<file path="config.mk">
export PLATFORM = sky130hd
export DESIGN_NAME = vga_timing_gen
export DESIGN_NICKNAME = d
export VERILOG_FILES = /design/src/rtl/vga_pkg.sv /design/src/rtl/vga_axis_cnt.sv /design/src/rtl/vga_timing_gen.sv
export SDC_FILE = /design/constraint.sdc
export NUM_CORES = 1
export LEC_CHECK = 0
export ABC_CLOCK_PERIOD_IN_PS = 3060
export BUFFER_PORTS_ARGS = -buffer_cell sky130_fd_sc_hd__buf_2
export CORE_MARGIN = 3
export CORE_UTILIZATION = 45
export CTS_CLUSTER_DIAMETER = 60
export DETAILED_ROUTE_END_ITERATION = 6
export HOLD_SLACK_MARGIN = 0.05
export PLACE_DENSITY = 0.68
export RECOVER_POWER = 100
export SLEW_MARGIN = 10
export SYNTH_ARGS = -nofsm -noshare
export SYNTH_HDL_FRONTEND = slang
export SYNTH_HIERARCHICAL = 1
export SYNTH_SLANG_ARGS = --single-unit
</file>
<file path="constraint.sdc">
create_clock -name clk -period 3.06 [get_ports clk]
set_clock_uncertainty 0.05 [all_clocks]
set_input_delay 0.459 -clock clk [delete_from_list [all_inputs] [get_ports clk]]
set_output_delay 0.459 -clock clk [all_outputs]
set_load 0.005 [all_outputs]
</file>
<file path="src/rtl/vga_pkg.sv">
// rtl/vga_pkg.sv - shared VGA timing types, 640x480@60 defaults and helpers
package vga_pkg;

  typedef struct packed {
    logic [15:0] active;
    logic [15:0] fp;
    logic [15:0] sync;
    logic [15:0] bp;
  } vga_timing_t;

  localparam vga_timing_t VGA_640X480_H = '{active: 16'd640, fp: 16'd16, sync: 16'd96, bp: 16'd48};
  localparam vga_timing_t VGA_640X480_V = '{active: 16'd480, fp: 16'd10, sync: 16'd2,  bp: 16'd33};

  function automatic int vga_total(input vga_timing_t t);
    return int'(t.active) + int'(t.fp) + int'(t.sync) + int'(t.bp);
  endfunction

endpackage

</file>
<file path="src/rtl/vga_axis_cnt.sv">
// rtl/vga_axis_cnt.sv - one timing axis: wrap counter with enable, carry-out, sync/active decode
module vga_axis_cnt
  import vga_pkg::*;
#(
  parameter vga_timing_t T  = VGA_640X480_H,
  parameter int          CW = 10
) (
  input  logic          clk,
  input  logic          rst,
  input  logic          i_en,
  output logic [CW-1:0] o_cnt,
  output logic          o_carry,
  output logic          o_sync,
  output logic          o_active
);

  localparam int TOTAL = vga_total(T);
  localparam logic [CW-1:0] LAST    = CW'(TOTAL - 1);
  localparam logic [CW-1:0] ACT_END = CW'(int'(T.active));
  localparam logic [CW-1:0] SYNC_LO = CW'(int'(T.active) + int'(T.fp));
  localparam logic [CW-1:0] SYNC_HI = CW'(int'(T.active) + int'(T.fp) + int'(T.sync) - 1);

  logic [CW-1:0] cnt_q, cnt_d;

  always_comb begin
    o_carry = i_en && (cnt_q == LAST);
    cnt_d   = cnt_q;
    if (i_en) begin
      cnt_d = o_carry ? '0 : cnt_q + 1'b1;
    end
  end

  always_ff @(posedge clk) begin
    if (!rst) begin
      cnt_q <= '0;
    end else begin
      cnt_q <= cnt_d;
    end
  end

  assign o_cnt    = cnt_q;
  assign o_sync   = (cnt_q >= SYNC_LO) && (cnt_q <= SYNC_HI);
  assign o_active = (cnt_q < ACT_END);

endmodule

</file>
<file path="src/rtl/vga_timing_gen.sv">
// rtl/vga_timing_gen.sv - VGA raster timing with registered syncs, coordinates and tiles
// Optional 16-bit frame counter output enabled by defining VGA_FRAME_CNT_EN.
module vga_timing_gen
  import vga_pkg::*;
#(
  parameter int   H_ACTIVE    = int'(VGA_640X480_H.active),
  parameter int   H_FP        = int'(VGA_640X480_H.fp),
  parameter int   H_SYNC      = int'(VGA_640X480_H.sync),
  parameter int   H_BP        = int'(VGA_640X480_H.bp),
  parameter int   V_ACTIVE    = int'(VGA_640X480_V.active),
  parameter int   V_FP        = int'(VGA_640X480_V.fp),
  parameter int   V_SYNC      = int'(VGA_640X480_V.sync),
  parameter int   V_BP        = int'(VGA_640X480_V.bp),
  parameter logic HS_POL      = 1'b0,
  parameter logic VS_POL      = 1'b0,
  parameter int   SCALE_SHIFT = 4,
  parameter int   CW          = 10
) (
  input  logic                      clk,
  input  logic                      rst,
  input  logic                      i_pix_en,
  output logic                      o_hsync,
  output logic                      o_vsync,
  output logic                      o_active,
  output logic [CW-1:0]             o_pix_x,
  output logic [CW-1:0]             o_pix_y,
  output logic [CW-SCALE_SHIFT-1:0] o_tile_x,
  output logic [CW-SCALE_SHIFT-1:0] o_tile_y,
  output logic                      o_line_start,
  output logic                      o_frame_start
`ifdef VGA_FRAME_CNT_EN
  ,
  output logic [15:0]               o_frame_cnt
`endif
);

  localparam vga_timing_t H_T = '{active: 16'(H_ACTIVE), fp: 16'(H_FP), sync: 16'(H_SYNC), bp: 16'(H_BP)};
  localparam vga_timing_t V_T = '{active: 16'(V_ACTIVE), fp: 16'(V_FP), sync: 16'(V_SYNC), bp: 16'(V_BP)};

  logic [CW-1:0] h_cnt, v_cnt;
  logic          h_carry, v_carry, h_sync, v_sync, h_act, v_act;

  vga_axis_cnt #(.T(H_T), .CW(CW)) u_h_cnt (
    .clk(clk), .rst(rst), .i_en(i_pix_en),
    .o_cnt(h_cnt), .o_carry(h_carry), .o_sync(h_sync), .o_active(h_act)
  );

  // The vertical axis advances only on the horizontal wrap.
  vga_axis_cnt #(.T(V_T), .CW(CW)) u_v_cnt (
    .clk(clk), .rst(rst), .i_en(h_carry),
    .o_cnt(v_cnt), .o_carry(v_carry), .o_sync(v_sync), .o_active(v_act)
  );

  logic                      hsync_q, hsync_d, vsync_q, vsync_d, active_q, active_d;
  logic [CW-1:0]             pix_x_q, pix_x_d, pix_y_q, pix_y_d;
  logic [CW-SCALE_SHIFT-1:0] tile_x_q, tile_x_d, tile_y_q, tile_y_d;
  logic                      line_start_q, line_start_d, frame_start_q, frame_start_d;

  always_comb begin
    hsync_d       = hsync_q;
    vsync_d       = vsync_q;
    active_d      = active_q;
    pix_x_d       = pix_x_q;
    pix_y_d       = pix_y_q;
    tile_x_d      = tile_x_q;
    tile_y_d      = tile_y_q;
    line_start_d  = 1'b0;
    frame_start_d = 1'b0;
    if (i_pix_en) begin
      hsync_d       = h_sync ? HS_POL : ~HS_POL;
      vsync_d       = v_sync ? VS_POL : ~VS_POL;
      active_d      = h_act && v_act;
      pix_x_d       = active_d ? h_cnt : '0;
      pix_y_d       = active_d ? v_cnt : '0;
      tile_x_d      = pix_x_d[CW-1:SCALE_SHIFT];
      tile_y_d      = pix_y_d[CW-1:SCALE_SHIFT];
      line_start_d  = (h_cnt == '0);
      frame_start_d = (h_cnt == '0) && (v_cnt == '0);
    end
  end

  always_ff @(posedge clk) begin
    if (!rst) begin
      hsync_q       <= ~HS_POL;
      vsync_q       <= ~VS_POL;
      active_q      <= 1'b0;
      pix_x_q       <= '0;
      pix_y_q       <= '0;
      tile_x_q      <= '0;
      tile_y_q      <= '0;
      line_start_q  <= 1'b0;
      frame_start_q <= 1'b0;
    end else begin
      hsync_q       <= hsync_d;
      vsync_q       <= vsync_d;
      active_q      <= active_d;
      pix_x_q       <= pix_x_d;
      pix_y_q       <= pix_y_d;
      tile_x_q      <= tile_x_d;
      tile_y_q      <= tile_y_d;
      line_start_q  <= line_start_d;
      frame_start_q <= frame_start_d;
    end
  end

  assign o_hsync       = hsync_q;
  assign o_vsync       = vsync_q;
  assign o_active      = active_q;
  assign o_pix_x       = pix_x_q;
  assign o_pix_y       = pix_y_q;
  assign o_tile_x      = tile_x_q;
  assign o_tile_y      = tile_y_q;
  assign o_line_start  = line_start_q;
  assign o_frame_start = frame_start_q;

`ifdef VGA_FRAME_CNT_EN
  logic [15:0] frame_cnt_q, frame_cnt_d;

  always_comb begin
    frame_cnt_d = frame_cnt_q;
    if (v_carry) begin
      frame_cnt_d = frame_cnt_q + 16'd1;
    end
  end

  always_ff @(posedge clk) begin
    if (!rst) begin
      frame_cnt_q <= '0;
    end else begin
      frame_cnt_q <= frame_cnt_d;
    end
  end

  assign o_frame_cnt = frame_cnt_q;
`else
  logic unused_v_carry;
  assign unused_v_carry = v_carry;
`endif

endmodule
</file>
## After elaboration in Yosys (flattened, before gate mapping)

Index checks and enable logic that the tools add are counted.

| word-level totals | value |
|---|---|
| register bits after elaboration | 57 |
| bits in latches | 0 |
| memory bits (writable) | 0 |
| ROM bits | 0 |
| bits of input ports | 3 |
| output and inout bits | 37 |
| logic and storage cells | 36 |
| memories kept | 0 |

| cells by class | value |
|---|---|
| $add $sub $neg | 2 |
| $mul | 0 |
| div/mod/pow operators | 0 |
| order comparisons | 6 |
| eq/ne operators | 2 |
| shifts and indexed selects | 0 |
| multiplexer cells | 6 |
| bitwise gates (word level) | 0 |
| reduce and logical (&&, ||, !) cells | 9 |

Operators with widths:

| kind | count |
|---|---|
| 10-bit two-way mux | 4 |
| 10-bit by 1-bit adder with 10-bit output, second input constant | 2 |
| 10-bit == test, second input constant | 2 |
| 10-bit logical NOT | 2 |
| 10-bit greater-or-equal comparator, second input constant | 1 |
| 10-bit by 9-bit greater-or-equal comparator with 1-bit output, second input constant | 1 |
| 10-bit <= comparator, second input constant | 1 |
| 10-bit by 9-bit <= comparator with 1-bit output, second input constant | 1 |
| 10-bit < comparator, second input constant | 1 |
| 10-bit by 9-bit < comparator with 1-bit output, second input constant | 1 |
| 1-bit logical AND | 6 |
| 1-bit two-way mux | 2 |
| 2-bit AND reduction | 1 |

## Depth between registers and ports, before layout

Gate-level depths: netlist (run 1).

| logic depth | value |
|---|---|
| word-level depth | 4 |
| depth in mapped cells | 6 |
| depth with buffers taken out | 6 |

## Hierarchy

Netlist (run 1), hierarchy kept.

By module, submodules not included:

| module | times used | cells an instance | area each (um^2) | seq. area each (um^2) |
|---|---|---|---|---|
| vga_timing_gen | 1 | 120 | 1088.5 | 500.5 |
| vga_axis_cnt at u_h_cnt | 1 | 62 | 550.5 | 200.2 |
| vga_axis_cnt at u_v_cnt | 1 | 59 | 529.3 | 200.2 |

## Worst setup path before layout (run 1)

Ideal clock, no wire load.

| path | value |
|---|---|
| kind | register to register |
| from | reg u_h_cnt.cnt_q[1] (netlist: u_h_cnt/o_cnt[1]) |
| to | reg u_v_cnt.cnt_q[7] (netlist: u_v_cnt/o_cnt[7]) |
| library setup time | 70 ps |
| arrival time | 2628 ps |
| data required time | 2940 ps |
| slack | 312 ps |
| cell stages (with the launch flop) | 7 |
| path buffers | 0 |
| period minus slack after synthesis | 2748 ps |
| cell sequence | dfxtp_1 -> ha_1 -> nand4_4 -> nor4_1 -> nand3_4 -> or4_1 -> a21oi_1 |

| on the way | value |
|---|---|
| cells in the longest elaborated chain, start to end | 4 |

Ends and longest elaborated chain:

| what | line | RTL |
|---|---|---|
| start, declared | vga_axis_cnt.sv:23 | `logic [CW-1:0] cnt_q, cnt_d;` |
| start signal, assigned | vga_axis_cnt.sv:37 | `cnt_q <= cnt_d;` |
| 10-bit == test * | vga_axis_cnt.sv:26 | `o_carry = i_en && (cnt_q == LAST);` |
| 1-bit logical AND * | vga_axis_cnt.sv:26 |  |
| net h_carry | vga_timing_gen.sv:41 | `logic h_carry, v_carry, h_sync, v_sync, h_act, v_act;` |
| 1-bit logical AND | vga_axis_cnt.sv:26 |  |
| 10-bit two-way mux | vga_axis_cnt.sv:29 | `cnt_d = o_carry ? '0 : cnt_q + 1'b1;` |
| end signal, assigned | vga_axis_cnt.sv:37 |  |
| end, declared | vga_axis_cnt.sv:23 |  |

Mark *: on every way through the listed nets, which the timed path passes. The rest lies on a longest branch.
A chain may end at the register's enable or synchronous reset.

## Worst setup path in the final report (run 1)

| path | value |
|---|---|
| from | in i_pix_en |
| to | reg u_h_cnt.cnt_q[9] (netlist: u_h_cnt/o_cnt[9]) |

| on the way | value |
|---|---|
| cells in the longest elaborated chain, start to end | 2 |

Ends and longest elaborated chain:

| what | line | RTL |
|---|---|---|
| start, declared | vga_timing_gen.sv:21 | `input logic i_pix_en,` |
| 1-bit logical AND | vga_axis_cnt.sv:26 |  |
| 10-bit two-way mux | vga_axis_cnt.sv:29 |  |

Several ways; a longest one is shown, not always the timed one.

==> out/metrics.yaml, run 1 <==
utilization_pct: 51.9
wl_met2_um: 1940
reg2reg_depth: 7
r2r_slack_ps: 580
max-slew-margin-rel_pct: 38.7
drtIter0Drc: 92
worstPathArrival_ps: 2710
ios: 40
path_buf_inv: 2
clock_sinks: 45
crit_top_cell: "clkbuf_1"
vias: 1765
cts_made_buffers: 5
crit_type: "in2reg"
hpwl_um: 3020
routed-wl-met3_um: 249
holdWs_ps: 446
p_leak_uw: 0.000824
maxClockFrequency_mhz: 396
reg2reg_from: "u_h_cnt/o_cnt[1]"
drv_cap: 0
cts_tree: "done"
coreArea_um2: 4500
path_cells: "clkbuf_1 > clkbuf_1 > nand3_1 > or4_1 > a21oi_1"
peakVddDrop_mv: 0.260
setup_viol_count_final: 0
vias_per_cell: 5.52
path_max_fanout: 23
htree_levels: 2
r2r-end: "u_v_cnt/o_cnt[7]"
root_buffer: "clkbuf_8"
yosys_warnings: 6
fin_crit_ps: 2530
layout_commonest_cell: "dfxtp_1"
final_nets: 274
crit_required_ps: 3240
io_buffers: 39
globalplace.congestion: 0.804
outcome: "finished clean"
synth_nets: 247
cts.clk_slew.worst_paths_ps: 90
grt_pass1_wl_um: 7340
clockBufferDepth: 2
postRouteWirelength_um: 4620
critPathTopFamily: "buffers and inverters"
hp-class: "reg2reg"
antenna_left: 0
die_w_um: 75.3
die-area_um2: 5680
drt_first_pass_iters: 4
cp_slowest_stage_delay_ps: 750
syn2layout_area_growth_pct: 8.10
cp-endpoint: "u_h_cnt/o_cnt[9]"
start_kind: "primary input"
final_cell_mix: "dfxtp_1, nor2b_1, a21oi_1"
antenna_cells: 0
wl_met1_um: 2360
worstMarginPinSlew_ps: 920
antenna_found_initial: 0
netlist_instances: 240
min_period_over_period_pct: 82.6
hold_violations: 0
overflow: 0
grt_pass1_vias: 1468
worstSetupPathDepth: 5
report.final.slew_viol_count: 0
die_h_um: 75.3
drc: 0
power_density_nw_per_um2: 433
wl_per_cell_um: 14.4
cts_resized: 0
placed_cell_area_um2: 2300
grt_start_max_net_pins: 35
grt_util_all_layers_pct: 16.9
top_layer: "met4"
initial_core_util_pct: 48.0
crit_start: "i_pix_en"
end_kind: "register"
syn_area_um2: 2160
syn_area_per_cell_um2: 9.01
rsz0062_at_grt: "no"
rows: 24
worst_path_max_delay_cell: "clkbuf_1"
cts_hold_buf: 0
finalSetupTns_ps: 0
post-cts-setup-buffer-count: 0
dp_cells: 312
drive_gt1_share_pct: 12.3
clock_latency_ps: 300
design_area_um2: 2340
final_cells: 320
[layer usage]
metal  vias up  GRT usage (%)
met2        54           23.0
met4         0           5.83
met1       819           25.4
met3         5           4.49
li1        887              -
met5         -              0
[final cells by class]
cell class	instances	area, um2
Sequential cell	45	901
Fill cell	452	2170
Multi-Input combinational cell	168	1080
Clock inverter	2	15.0
Clock buffer	6	72.6
Inverter	6	22.5
Tap cell	52	65.1
Timing Repair Buffer	41	178
[how the worst min path moves through the flow]
stage | startpoint | endpoint | slack (ps) | cells after the start
CTS | o_hsync | o_hsync | 440 | 2
global route | o_hsync | o_hsync | 450 | 2
finish | o_hsync | o_hsync | 450 | 2
detailed placement | o_hsync | o_hsync | 410 | 2
global placement | o_hsync | o_hsync | 410 | 2
floorplan | o_hsync | o_hsync | 420 | 2
[power breakdown]
group | switching, uW | internal [uW]
clock network | 209 | 161
logic | 28.5 | 16.3
registers | 6.06 | 591
[stage by stage]
step,setup WS (ps),power [uW]
floorplan,328,642
finish,533,1010
CTS,714,1020
global placement,822,657
global route,311,1060
detailed placement,757,658
[registers in the layout, summed over array words and instances (netlist names)]
| name | cells |
|---|---|
| o_active | 1 |
| o_frame_start | 1 |
| o_hsync | 1 |
| o_line_start | 1 |
| o_pix_x | 10 |
| o_pix_y | 10 |
| o_vsync | 1 |
| u_h_cnt/o_cnt | 10 |
| u_v_cnt/o_cnt | 10 |
[worst register-to-register path, cell delays in order, from the launching register on]
cell and delay (ps):
dfxtp_1 470, ha_1 230, nand4_1 280, nor4_1 330
buf_4 230, nand3_4 120, or4_1 540, a21oi_1 160
Note: power is estimated with default switching activity, not from simulation.
==> inputs of run 2 (changes only) <==
--- a/config.mk
+++ b/config.mk
@@ -5,14 +5,14 @@
 export SDC_FILE = /design/constraint.sdc
 export NUM_CORES = 1
 export LEC_CHECK = 0
-export ABC_CLOCK_PERIOD_IN_PS = 3060
+export ABC_CLOCK_PERIOD_IN_PS = 2200
 export BUFFER_PORTS_ARGS = -buffer_cell sky130_fd_sc_hd__buf_2
 export CORE_MARGIN = 3
 export CORE_UTILIZATION = 45
 export CTS_CLUSTER_DIAMETER = 60
 export DETAILED_ROUTE_END_ITERATION = 6
 export HOLD_SLACK_MARGIN = 0.05
-export PLACE_DENSITY = 0.68
+export PLACE_DENSITY = 0.7
 export RECOVER_POWER = 100
 export SLEW_MARGIN = 10
 export SYNTH_ARGS = -nofsm -noshare
==> constraint.sdc (replaced) <==
create_clock -name clk -period 2.2 [get_ports clk]
set_clock_uncertainty 0.05 [all_clocks]
set_input_delay 0.33 -clock clk [delete_from_list [all_inputs] [get_ports clk]]
set_output_delay 0.33 -clock clk [all_outputs]
set_load 0.005 [all_outputs]
==> run 2 against run 1 <==
Routed wire length rose by 1.9%. Combinational power rose by 71%. Total power rose by 51%. Cell count rose by 3.4%. Sequential power rose by 38%. Critical endpoint is now u_v_cnt/o_cnt[9]. Core utilization rose by 2.9 points. Clock-buffer cell count did not move. Register-to-register slack got worse by 480 ps. Die area did not move. Design area rose by 5.7%. Sequential cell count did not move. Clock power rose by 71%. Critical path type is now reg2reg.
==> out/metrics.yaml, run 2 (synthesis results as in run 1) <==
outcome: "finished clean"
io_buffers: 39  # unchanged
clockBufferDepth: 2  # unchanged
min-delay-start: "rst"
ios: 40  # unchanged
wl_per_cell_um: 14.2  # -1.5%
rsz0062_at_grt: "no"
cts.clk_slew.worst_paths_ps: 90  # about the same
clock_sinks: 45  # unchanged
worstPathArrival_ps: 2280  # -430 ps
grt_pass1_vias: 1435  # -2.2%
setup_viol_count_final: 0  # unchanged
die_h_um: 75.3  # unchanged
vias: 1819  # +3.1%
hold_violations: 0  # unchanged
syn2layout_area_growth_pct: 14.2
root_buffer: "clkbuf_8"
final_cell_mix: "dfxtp_1, nor2b_1, a21oi_1"
regArea_um2: 901  # unchanged
worstMarginPinSlew_ps: 884  # -35.8 ps
reg2reg_from: "u_h_cnt/o_cnt[9]"
initial_core_util_pct: 48.0  # unchanged
min_period_over_period_pct: 95.5
antenna_left: 0  # unchanged
drc: 0  # unchanged
htree_levels: 2  # unchanged
grt_util_all_layers_pct: 16.4  # -0.48 points
max-slew-margin-rel_pct: 40.3  # +1.6 points
crit_start: "u_h_cnt/o_cnt[9]"
vias_per_cell: 5.50  # -0.37%
holdWs_ps: 296  # -151 ps
overflow: 0  # unchanged
drv_cap: 0  # unchanged
drtIter0Drc: 153  # +66%
power_density_nw_per_um2: 621  # +43%
hp-class: "in2reg"
start_kind: "register"
postRouteWirelength_um: 4700  # +1.9%
finalSetupTns_ps: 0  # unchanged
drt_first_pass_iters: 5  # +1
globalplace.congestion: 0.848  # +5.4%
antenna_cells: 0  # unchanged
drive_gt1_share_pct: 18.3  # +6.0 points
die_w_um: 75.3  # unchanged
hpwl_um: 3110  # +2.8%
clock_latency_ps: 300  # about the same
report.final.slew_viol_count: 0  # unchanged
crit_required_ps: 2380  # -860 ps
layout_commonest_cell: "dfxtp_1"
fillers: 412  # -8.8%
crit_type: "reg2reg"
grt_pass1_wl_um: 7130  # -2.9%
peakVddDrop_mv: 0.363  # +39%
cts_made_buffers: 5  # unchanged
fin_crit_ps: 2100
final_nets: 285  # +4.0%
antenna_found_initial: 0  # unchanged
p_leak_uw: 0.000920  # +12%
end_kind: "register"
rows: 24  # unchanged
grt_start_max_net_pins: 35  # unchanged
path_max_fanout: 8  # -65%
die-area_um2: 5680  # unchanged
coreArea_um2: 4500  # unchanged
maxClockFrequency_mhz: 476
multi_input_area_um2: 1110  # +2.0%
cts_tree: "done"
## run 2: cell count changes in the layout (fill, tap and decap cells not counted), moves of 2 or more
| cell | before | now |
|---|---|---|
| clkinvlp_4 | 2 | 0 |
| buf_4 | 1 | 10 |
| clkbuf_1 | 24 | 18 |
| buf_2 | 16 | 23 |
## run 2: area by class of cell
class	count	area share [%]
multi-input combinational	168	44.8
sequential	45	36.5
timing repair buffer	52	10.7
clock buffer	6	2.94
tap	52	2.63
clock inverter	2	1.57
inverter	6	0.911
## run 2: what timing repair did
action,in CTS,in global routing
setup buffers,0,2
setup endpoints to repair,0,8
gates resized for setup,0,0
hold buffers,0,0
## run 2: metal layers
layer	wire length [um]	up-vias	part of all wire, %	GRT usage (%)
li1	-	909	-	-
met1	2410	842	51	24.7
met2	1950	64	41	22.9
met3	299	4	6.4	4.22
met4	43	0	0.91	4.66
met5	0	-	0	0
## run 2: critical path, cell delays in order, from the launching register on
cell	delay [ps]
dfxtp_1	450
nand4b_1	250
nor4_4	410
nand3_4	180
or4_1	530
a21oi_1	170
## run 2: metrics by stage
step / instances / cell area [um2] / setup slack (ps) / utilization (%) / power, uW
after floorplan: 240 / 2180 / 9.03 / - / 892
after global placement: 321 / 2390 / 132 / 53.0 / 920
after detailed placement: 321 / 2390 / 74.6 / 53.0 / 922
after CTS: 329 / 2500 / 52.0 / 55.4 / 1540
after global routing: 331 / 2470 / 26.2 / 54.9 / 1580
final: 331 / 2470 / 100 / 54.9 / 1530
## run 2: power breakdown
group,internal (uW),switching [uW]
Sequential,822,3.27
Combinational,28.7,48.1
Clock,341,290
## run 2: final timing paths
path                                    endpoint  slack, ps  cells past startpoint
worst min-delay path                     o_hsync        300                      2
worst min register to register           o_hsync        440                      2
worst max register to register  u_v_cnt/o_cnt[9]        100                      5
worst max-delay path            u_v_cnt/o_cnt[9]        100                      5
==> inputs of run 3 (changes only) <==
--- a/config.mk
+++ b/config.mk
@@ -9,11 +9,13 @@
 export BUFFER_PORTS_ARGS = -buffer_cell sky130_fd_sc_hd__buf_2
 export CORE_MARGIN = 3
 export CORE_UTILIZATION = 45
+export CTS_BUF_LIST = sky130_fd_sc_hd__clkbuf_16
 export CTS_CLUSTER_DIAMETER = 60
 export DETAILED_ROUTE_END_ITERATION = 6
 export HOLD_SLACK_MARGIN = 0.05
 export PLACE_DENSITY = 0.7
 export RECOVER_POWER = 100
+export REMOVE_ABC_BUFFERS = 1
 export SLEW_MARGIN = 10
 export SYNTH_ARGS = -nofsm -noshare
 export SYNTH_HDL_FRONTEND = slang
==> run 3 against run 2 <==
First-iteration DRC count fell by 27%. Die area unchanged. Core utilization is 0.75 points higher. Fmax grew 2.6%. Clock power up 12%. Sequential power about the same. Global-route usage rose by 0.58 points. Total power increased by 5.1%. Combinational power barely moved. Sequential cell count unchanged. Critical endpoint unchanged.
==> out/metrics.yaml, run 3 (synthesis results as in run 1) <==
maxClockFrequency_mhz: 489  # +2.6%
vias_per_cell: 5.52  # +0.52%
crit_required_ps: 2360  # -20 ps
antenna_cells: 0  # unchanged
initial_core_util_pct: 48.0  # unchanged
die-area_um2: 5680  # unchanged
post-cts-setup-buffer-count: 0  # unchanged
ios: 40  # unchanged
placed_cell_area_um2: 2410  # +0.94%
grt_pass1_wl_um: 7510  # +5.3%
dp_cells: 326  # +1.6%
antenna_found_initial: 0  # unchanged
power_density_nw_per_um2: 643  # +3.7%
path_buf_inv: 1  # +1
finalSetupTns_ps: 0  # unchanged
comb_power_share_pct: 4.8  # -0.2 points
switchingPower_uw: 350  # +2.5%
worst_path_max_delay_cell: "or4_1"
vias: 1845  # +1.4%
report.final.slew_viol_count: 0  # unchanged
drv_cap: 0  # unchanged
utilization_pct: 55.6  # +0.75 points
root_buffer: "clkbuf_16"
io_buffers: 39  # unchanged
path_max_fanout: 8  # unchanged
internal_power_uw: 1260  # +5.8%
cts.clk_slew.worst_paths_ps: 60  # -30 ps
final_nets: 288  # +1.1%
cts_hold_buf: 0  # unchanged
hp-class: "in2reg"
p_clk_share_pct: 43.9  # +2.7 points
layout_commonest_cell: "dfxtp_1"
fillers: 434  # +5.3%
grt_pass1_vias: 1603  # +12%
die_h_um: 75.3  # unchanged
wl_per_cell_um: 14.0  # -1.4%
setup_viol_count_final: 0  # unchanged
final_cells: 334  # +0.91%
globalplace.congestion: 0.786  # -7.3%
clockBufferDepth: 2  # unchanged
rows: 24  # unchanged
critPathTopFamily: "simple AND/OR/NAND/NOR gates"
rsz0062_at_grt: "no"
clock_sinks: 45  # unchanged
postRouteWirelength_um: 4680  # -0.49%
worstMarginPinSlew_ps: 865  # -19.0 ps
fin_crit_ps: 2050  # -54.1 ps
clock_latency_ps: 280  # -20 ps
coreArea_um2: 4500  # unchanged
power_frac_seq_pct: 51.3  # -2.5 points
power_uw: 1610  # +5.1%
min_period_over_period_pct: 93.0  # -2.5 points
start_kind: "register"
peakVddDrop_mv: 0.411  # +13%
hpwl_um: 3090  # -0.52%
outcome: "finished clean"
die_w_um: 75.3  # unchanged
cp_slowest_stage_delay_ps: 520  # about the same
crit_type: "reg2reg"
htree_levels: 2  # unchanged
cts_resized: 0  # unchanged
max-slew-margin-rel_pct: 42.3  # +2.0 points
p_leak_uw: 0.000928  # +0.92%
drtIter0Drc: 111  # -27%
worstPathArrival_ps: 2210  # -70 ps
cts_made_buffers: 5  # unchanged
drt_first_pass_iters: 4  # -1
antenna_left: 0  # unchanged
grt_util_all_layers_pct: 17.0  # +0.58 points
grt_start_max_net_pins: 35  # unchanged
final_cell_mix: "dfxtp_1, nor2b_1, a21oi_1"
path_cells: "ha_1 > nand4_4 > nor4_4 > buf_4 > nand3_4 > or4_1 > a21oi_1"
end_kind: "register"
overflow: 0  # unchanged
hold_violations: 0  # unchanged
drive_gt1_share_pct: 17.0  # -1.3 points
design_area_um2: 2500  # +1.4%
cts_tree: "done"
drc: 0  # unchanged
syn2layout_area_growth_pct: 15.8
switching_share_pct: 21.7  # -0.56 points
-- run 3: cell type report --
class	instances	area [um2]	area share, %
well taps	52	65.1	2.60
flip-flops and latches	45	901	36.0
multi-input cells	168	1100	44.0
inverters	6	22.5	0.899
clock inverters	3	12.5	0.500
repair buffers	55	278	11.1
clock buffers	5	125	5.00
-- run 3: path summary, 6_finish.rpt --
| path | slack [ps] | cells past startpoint | start | to |
|---|---|---|---|---|
| hold reg to reg | 430 | 2 | o_hsync | o_hsync |
| hold / removal | 310 | 2 | rst | o_vsync |
| setup / recovery | 150 | 7 | u_h_cnt/o_cnt[1] | u_v_cnt/o_cnt[9] |
| setup reg to reg | 150 | 7 | u_h_cnt/o_cnt[1] | u_v_cnt/o_cnt[9] |
-- run 3: metrics by stage --
stage / hold WS, ps / worst slack [ps]
global placement: 406 / 120
finish: 307 / 154
floorplan: 342 / -532
CTS: 311 / 8.47
detailed placement: 417 / 34.1
global route: 328 / 26.2
-- run 3: metal layers --
metal / vias up / track usage (%) / wire length (um)
li1: 922 / - / -
met1: 859 / 23.3 / 2300
met2: 56 / 26.4 / 2090
met3: 8 / 4.22 / 244
met4: 0 / 5.24 / 56
met5: - / 0 / 0
-- run 3: power groups by stage --
stage / registers [uW] / clock network, uW / logic, uW
finish: 827 / 708 / 76.6
global route: 828 / 748 / 83.8
CTS: 827 / 719 / 77.9
detailed placement: 845 / 0 / 77.6
global placement: 845 / 0 / 76.8
floorplan: 849 / 0 / 31.0
-- run 3: worst reg2reg max path: cells and delay by family (launching register included) --
family	cells	cell delay (ps)
fa+ha+maj	1	210
simple gates	4	1020
compound gates	1	160
buf+inv	1	200
flops	1	340
